**config.mk**
```make
export PLATFORM = sky130hd
export DESIGN_NAME = digital_demodulator
export DESIGN_NICKNAME = d
export VERILOG_FILES = /design/src/rtl/digital_mod_pkg.sv /design/src/rtl/digital_demodulator_axis_slicer.sv /design/src/rtl/digital_demodulator.sv
export SDC_FILE = /design/constraint.sdc
export NUM_CORES = 1
export LEC_CHECK = 0
export CORE_AREA = 10 10 72 74
export CTS_BUF_LIST = sky130_fd_sc_hd__clkbuf_8 sky130_fd_sc_hd__clkbuf_16
export CTS_CLUSTER_DIAMETER = 40
export DETAILED_ROUTE_END_ITERATION = 10
export DIE_AREA = 0 0 82 84
export GPL_ROUTABILITY_DRIVEN = 1
export MAX_ROUTING_LAYER = met4
export PLACE_DENSITY = 0.59
export RECOVER_POWER = 100
export SYNTH_ARGS = -nofsm -noshare
export SYNTH_HDL_FRONTEND = slang
export SYNTH_SLANG_ARGS = --single-unit
```
**constraint.sdc**
```tcl
create_clock -name i_clk -period 3.4 [get_ports i_clk]
set_input_delay 0.68 -clock i_clk [delete_from_list [all_inputs] [get_ports i_clk]]
set_output_delay 0.68 -clock i_clk [all_outputs]
set_load 0.05 [all_outputs]
```
**src/rtl/digital_mod_pkg.sv**
```systemverilog
// Shared modulation definitions for the modulator/demodulator pair.
// Holds the i_mod encodings, bits per symbol for each mode, the 16QAM/64QAM
// constellation levels and the hard-decision slicer thresholds.
package digital_mod_pkg;

    localparam int unsigned SAMPLE_W = 12;
    localparam int unsigned CODE_W   = 3;
    localparam int unsigned SR_W     = 6;
    localparam int unsigned CNT_W    = 3;

    typedef enum logic [1:0] {
        MOD_BPSK  = 2'd0,
        MOD_QPSK  = 2'd1,
        MOD_QAM16 = 2'd2,
        MOD_QAM64 = 2'd3
    } mod_e;

    localparam logic signed [SAMPLE_W-1:0] SLICE_ZERO = 12'sd0;

    // 16QAM: levels +-81/+-243, decision points halfway between them
    localparam logic signed [SAMPLE_W-1:0] QAM16_LVL [4] = '{-12'sd243, -12'sd81, 12'sd81, 12'sd243};
    localparam logic signed [SAMPLE_W-1:0] QAM16_TH  = 12'sd162;

    // 64QAM: levels roughly 79 apart, thresholds listed lowest to highest
    localparam logic signed [SAMPLE_W-1:0] QAM64_LVL [8] = '{-12'sd277, -12'sd198, -12'sd119, -12'sd40,
                                                             12'sd40, 12'sd119, 12'sd198, 12'sd277};
    localparam logic signed [SAMPLE_W-1:0] QAM64_TH  [7] = '{-12'sd237, -12'sd158, -12'sd79, 12'sd0,
                                                             12'sd80, 12'sd158, 12'sd237};

    // Number of bits carried by one symbol in the given mode
    function automatic logic [CNT_W-1:0] bits_per_sym(input mod_e m);
        case (m)
            MOD_BPSK:  return CNT_W'(1);
            MOD_QPSK:  return CNT_W'(2);
            MOD_QAM16: return CNT_W'(4);
            default:   return CNT_W'(6);
        endcase
    endfunction

endpackage

```
**src/rtl/digital_demodulator_axis_slicer.sv**
```systemverilog
// axis_slicer: combinational hard-decision slicer for one axis (I or Q).
// Ports:
//   i_x    - signed axis sample
//   i_mod  - modulation mode
//   o_code - Gray-coded axis decision, right-aligned (1, 2 or 3 valid bits)
module axis_slicer
    import digital_mod_pkg::*;
(
    input  logic signed [SAMPLE_W-1:0] i_x,
    input  mod_e                       i_mod,
    output logic        [CODE_W-1:0]   o_code
);

    always_comb begin
        o_code = '0;
        case (i_mod)
            MOD_BPSK, MOD_QPSK: begin
                o_code = {2'b00, (i_x >= SLICE_ZERO)};
            end
            MOD_QAM16: begin
                if      (i_x >= QAM16_TH)   o_code = 3'b010;
                else if (i_x >= SLICE_ZERO) o_code = 3'b011;
                else if (i_x >= -QAM16_TH)  o_code = 3'b001;
                else                        o_code = 3'b000;
            end
            default: begin
                // Highest region first; each step down flips one code bit
                if      (i_x >= QAM64_TH[6]) o_code = 3'b100;
                else if (i_x >= QAM64_TH[5]) o_code = 3'b101;
                else if (i_x >= QAM64_TH[4]) o_code = 3'b111;
                else if (i_x >= QAM64_TH[3]) o_code = 3'b110;
                else if (i_x >= QAM64_TH[2]) o_code = 3'b010;
                else if (i_x >= QAM64_TH[1]) o_code = 3'b011;
                else if (i_x >= QAM64_TH[0]) o_code = 3'b001;
                else                         o_code = 3'b000;
            end
        endcase
    end

endmodule

```
**src/rtl/digital_demodulator.sv**
```systemverilog
// digital_demodulator: hard-decision I/Q demodulator with serial bit output.
// Ports:
//   i_clk, i_rst      - rising-edge clock, synchronous active-high reset
//   i_sym_vld, o_ready - symbol handshake (accepted when both high)
//   i_i, i_q          - signed I/Q samples
//   i_mod             - 0=BPSK, 1=QPSK, 2=16QAM, 3=64QAM
//   o_data_vld, o_data - serial demodulated bits, MSB first
//   o_ovf             - sticky: a symbol arrived while not ready and was dropped
module digital_demodulator
    import digital_mod_pkg::*;
(
    input  logic                i_clk,
    input  logic                i_rst,
    input  logic                i_sym_vld,
    input  logic [SAMPLE_W-1:0] i_i,
    input  logic [SAMPLE_W-1:0] i_q,
    input  logic [1:0]          i_mod,
    output logic                o_ready,
    output logic                o_data_vld,
    output logic                o_data,
    output logic                o_ovf
);

    typedef enum logic {
        ST_IDLE  = 1'b0,
        ST_SHIFT = 1'b1
    } state_e;

    state_e            r_state;
    logic [CNT_W-1:0]  r_cnt;
    logic [SR_W-1:0]   r_sr;
    logic              r_ready;
    logic              r_data_vld;
    logic              r_data;
    logic              r_ovf;

    mod_e              w_mod;
    logic [CODE_W-1:0] w_code_i;
    logic [CODE_W-1:0] w_code_q;
    logic [SR_W-1:0]   w_load;
    logic [CNT_W-1:0]  w_bps;
    logic              w_accept;

    assign w_mod    = mod_e'(i_mod);
    assign w_bps    = bits_per_sym(w_mod);
    assign w_accept = i_sym_vld && r_ready;

    axis_slicer u_slice_i (
        .i_x    ($signed(i_i)),
        .i_mod  (w_mod),
        .o_code (w_code_i)
    );

    axis_slicer u_slice_q (
        .i_x    ($signed(i_q)),
        .i_mod  (w_mod),
        .o_code (w_code_q)
    );

    // Left-align the symbol's bits so the shift register always emits from bit 5
    always_comb begin
        w_load = '0;
        case (w_mod)
            MOD_BPSK:  w_load = {w_code_i[0], 5'b0};
            MOD_QPSK:  w_load = {w_code_i[0], w_code_q[0], 4'b0};
            MOD_QAM16: w_load = {w_code_i[1:0], w_code_q[1:0], 2'b0};
            default:   w_load = {w_code_i, w_code_q};
        endcase
    end

    // FSM, bit counter, shift register and sticky overflow
    always_ff @(posedge i_clk) begin
        if (i_rst) begin
            r_state    <= ST_IDLE;
            r_cnt      <= '0;
            r_sr       <= '0;
            r_ready    <= 1'b1;
            r_data_vld <= 1'b0;
            r_data     <= 1'b0;
            r_ovf      <= 1'b0;
        end else begin
            if (i_sym_vld && !r_ready) begin
                r_ovf <= 1'b1;
            end

            if (w_accept) begin
                // First bit goes straight to the output register
                r_state    <= ST_SHIFT;
                r_data_vld <= 1'b1;
                r_data     <= w_load[SR_W-1];
                r_sr       <= w_load << 1;
                r_cnt      <= w_bps - CNT_W'(1);
                r_ready    <= (w_bps == CNT_W'(1));
            end else if (r_state == ST_SHIFT && r_cnt != '0) begin
                r_data_vld <= 1'b1;
                r_data     <= r_sr[SR_W-1];
                r_sr       <= r_sr << 1;
                r_cnt      <= r_cnt - CNT_W'(1);
                // Ready again while the last bit is on the output
                r_ready    <= (r_cnt == CNT_W'(1));
            end else begin
                r_state    <= ST_IDLE;
                r_data_vld <= 1'b0;
                r_data     <= 1'b0;
                r_sr       <= '0;
                r_cnt      <= '0;
                r_ready    <= 1'b1;
            end
        end
    end

    assign o_ready    = r_ready;
    assign o_data_vld = r_data_vld;
    assign o_data     = r_data;
    assign o_ovf      = r_ovf;

endmodule

```
==> out/qor.yml <==
status:
  run_status: "completed"
synth:
  postSynthCellCount: 123
  synth.ff_latch_count: 13
  post_synth_instance_area_um2: 902.1
  ys_warnings: 0
  synthesis.nets: 155
  synth_cell_type_count: 37
  synth_edf_count: 0
  synth-main-ff-cell: "sky130_fd_sc_hd__dfxtp_1"
  synthesis.area_per_instance_um2: 7.334
  share_of_the_yosys_chip_area_belonging_to_registers: 0.2885
  synth_async_sr_flop_share: 0
job:
  max_cap_viol_count: 0
pwr:
  power_switching_share: 0.2841
  pwr-share-comb: 0.269
  internal_power_uw: 289.2
  power_density_nw_per_um2: 306.3
  clock_power_share: 0.330
  vdd_ir_drop_max_uv: 152.2
  p_seq_frac: 0.401
  p_sw_uw: 114.8
  leakage_uw: 0.0004762
drt:
  antenna_violating_nets_post_route: 0
  drt-total-wl_um: 2649
  avgRoutedWirePerCell_um: 12.86
  drt_iter0_drc: 114
  dr.pass1.iters: 4
  routed-via-count: 1066
  drcViolationCount: 0
  vias_per_std_cell: 5.175
clock_network:
  cts_buffer_depth: 2
  ctsRootBufferMaster: "sky130_fd_sc_hd__clkbuf_8"
  cts_clock_pin_slew_for_the_worst_setup_and_hold_paths_ns: 0.06
  cts_sinks: 13
  cts.hold.buffers_added: 0
  postCtsSetupRepairBufs: 0
  cts_inserted_buffers: 3
  clk_latency_ns: 0.24
  ctsHtreeMaxLevel: 1
  clock_tree_from_tritoncts: "yes"
  cts.repair.resized: 0
worst_setup_path:
  worst-setup-path-type: "input pin to register"
  critPathMaxFanout: 8
  start_kind: "input pin"
  timing.critical_path.required_ns: 3.57
  cp-end-kind: "register"
  ff2ff_path_depth: 7
  worstReg2RegStart: "r_cnt[0]"
  rrSetupSlack_ns: 1.77
  critical_path.reg2reg.endpoint: "o_ready"
  cp_data_arrival_time_ns: 2.43
die:
  number_of_top_level_pins: 33
  row_count: 23
  die_height_um: 84
  dieArea_um2: 6888
  starting_density: 0.2339
  floorplan.core_area_um2: 3856
  die_x_um: 82
timing:
  finalClockSkew_ns: 0.005295
  whs_ns: 0.4647
  final_worst_path_period_share: 0.6638
  number_of_setup_violations_in_the_final_report: 0
  timing_max_transition_violations_final: 0
  timing.fmax_mhz: 443.1
  rsz0062_at_grt: "false"
  slew-limit-headroom: 0.5796
  final.min_clock_period_ns: 2.257
  fin_setup_tns_ns: 0
  timing_hold_violations_final: 0
  worst_pin_slew_ns: 0.6248
final_layout:
  flow.area_growth_from_synthesis_pct: 46.19
  layout.nets: 189
  layout-drive-gt1-share: 0.02564
  antenna_cells: 0
  fillCellCount: 408
grt:
  overflow: 0
  grt_start_max_net_pins: 13
  grt_first_pass_wirelength_um: 4436
  grt.total_usage: 0.07834
  antenna_violations_before_repair: 0
  vias_in_the_first_global_route: 1042
hold_path:
  holdCritStartpoint: "r_sr[5]"
  holdPathStages: 2
  worst_hold_path.endpoint: "o_data"
  hp-class: "register to register"
place:
  gp_routability_congestion: 0.7916
  place_hpwl_um: 2176
  io_buffer_count: 32
==> worst max-delay path: stages <==
cell and delay, ns:
sky130_fd_sc_hd__dlygate4sd3_1 0.64, sky130_fd_sc_hd__nor4_1 0.60, sky130_fd_sc_hd__nand4b_1 0.16, sky130_fd_sc_hd__a31oi_1 0.18, sky130_fd_sc_hd__nor3_1 0.07, sky130_fd_sc_hd__nor2_1 0.10
==> power groups by stage <==
stage                     Clock (µW)  Combinational [µW]  Sequential [µW]
after floorplan                    0                40.4              175
after global placement             0                 108              165
after CTS                        137                 111              162
after global routing             144                 121              163
final                            133                 108              162
after detailed placement           0                 110              165
==> metrics by stage <==
stage            util  setup WS [ns]  power [µW]  instances  area (µm²)
3_3_place_gp   0.3303          1.003       273.6        202        1274
3_5_place_dp   0.3303         0.9983       275.7        202        1274
4_1_cts        0.3420          1.257       409.4        206        1319
2_1_floorplan       -          1.603       215.2        123       902.1
6_report       0.3420          1.143       404.0        206        1319
5_1_grt        0.3420         0.9533       426.6        206        1319
==> area by class of cell <==
type | instances | area (µm²) | share of cell area
Sequential cell | 13 | 260.3 | 0.1973
Timing Repair Buffer | 32 | 320.3 | 0.2429
Tap cell | 50 | 62.56 | 0.04744
Multi-Input combinational cell | 100 | 604.3 | 0.4583
Clock inverter | 1 | 3.754 | 0.002846
Clock buffer | 3 | 41.29 | 0.03131
Inverter | 7 | 26.28 | 0.01992
==> per-layer routing <==
metal	up-vias	GRT usage	part of all wire
met2	35	0.1334	0.53
met3	2	0.009698	0.034
met4	0	0.02322	0.011
li1	542	-	-
met5	-	-	0
met1	487	0.09179	0.42
==> registers in the layout, indices dropped and copies added (netlist names) <==
name        count
r_cnt           3
r_sr            5
o_ovf           1
o_ready         1
o_data          1
r_state         1
o_data_vld      1
==> cells in the final DEF (no fill, tap or decap), types with 2 or more instances in the layout <==
master,netlist,layout
sky130_fd_sc_hd__or3_1,4,4
sky130_fd_sc_hd__nor2_1,14,14
sky130_fd_sc_hd__nand4b_1,2,2
sky130_fd_sc_hd__a31oi_1,2,2
sky130_fd_sc_hd__nor3_1,3,3
sky130_fd_sc_hd__clkbuf_8,0,3
sky130_fd_sc_hd__ha_1,3,3
sky130_fd_sc_hd__nand2_1,9,9
sky130_fd_sc_hd__o31ai_1,2,2
sky130_fd_sc_hd__a2111oi_0,3,3
sky130_fd_sc_hd__clkdlybuf4s50_1,0,24
sky130_fd_sc_hd__dfxtp_1,13,13
sky130_fd_sc_hd__inv_1,7,8
sky130_fd_sc_hd__o21ai_0,8,8
sky130_fd_sc_hd__o21ai_1,2,2
sky130_fd_sc_hd__dlygate4sd3_1,0,8
sky130_fd_sc_hd__nand3_1,7,7
sky130_fd_sc_hd__nor4_1,5,5
sky130_fd_sc_hd__a21oi_1,13,13
sky130_fd_sc_hd__a211o_1,2,2
sky130_fd_sc_hd__o22ai_1,2,2
sky130_fd_sc_hd__o41ai_1,2,2
==> worst max-delay path by stage <==
| stage | from | depth (start not counted) | to |
|---|---|---|---|
| floorplan | i_i[3] | 5 | r_sr[5] |
| global placement | i_i[1] | 6 | r_sr[4] |
| detailed placement | i_i[1] | 6 | r_sr[4] |
| CTS | i_i[1] | 6 | r_sr[4] |
| global route | i_q[11] | 6 | r_sr[3] |
| finish | i_q[11] | 6 | r_sr[3] |
==> cell families (layout without fill, tap and decap cells) <==
family                   Yosys count  in the layout  synth area share
adder cells (fa/ha/maj)            3              3           0.04161
flip-flops                        13             13            0.2885
AO/OA/AOI/OAI                     44             44            0.3176
buffers and inverters             10             43           0.04161
AND/OR/NAND/NOR                   52             52            0.3010
XOR/XNOR                           1              1          0.009711
==> synthesized netlist by cell type, drive strengths merged, types with 2 or more instances <==
master / count / area (µm²)
nor2: 14 / 52.55
a2111oi: 3 / 26.28
o41ai: 2 / 17.52
a31oi: 2 / 12.51
nand3: 7 / 35.03
or3: 4 / 25.02
o21ai: 10 / 50.05
and4: 2 / 18.77
inv: 7 / 26.28
nand2: 9 / 33.78
ha: 3 / 37.54
dfxtp: 13 / 260.3
clkbuf: 3 / 11.26
o22ai: 2 / 12.51
a21oi: 13 / 65.06
a211o: 2 / 17.52
nand4b: 2 / 17.52
nor3: 3 / 15.01
o31ai: 2 / 15.01
nor4: 5 / 31.28
(Power assumes the default switching activity.)
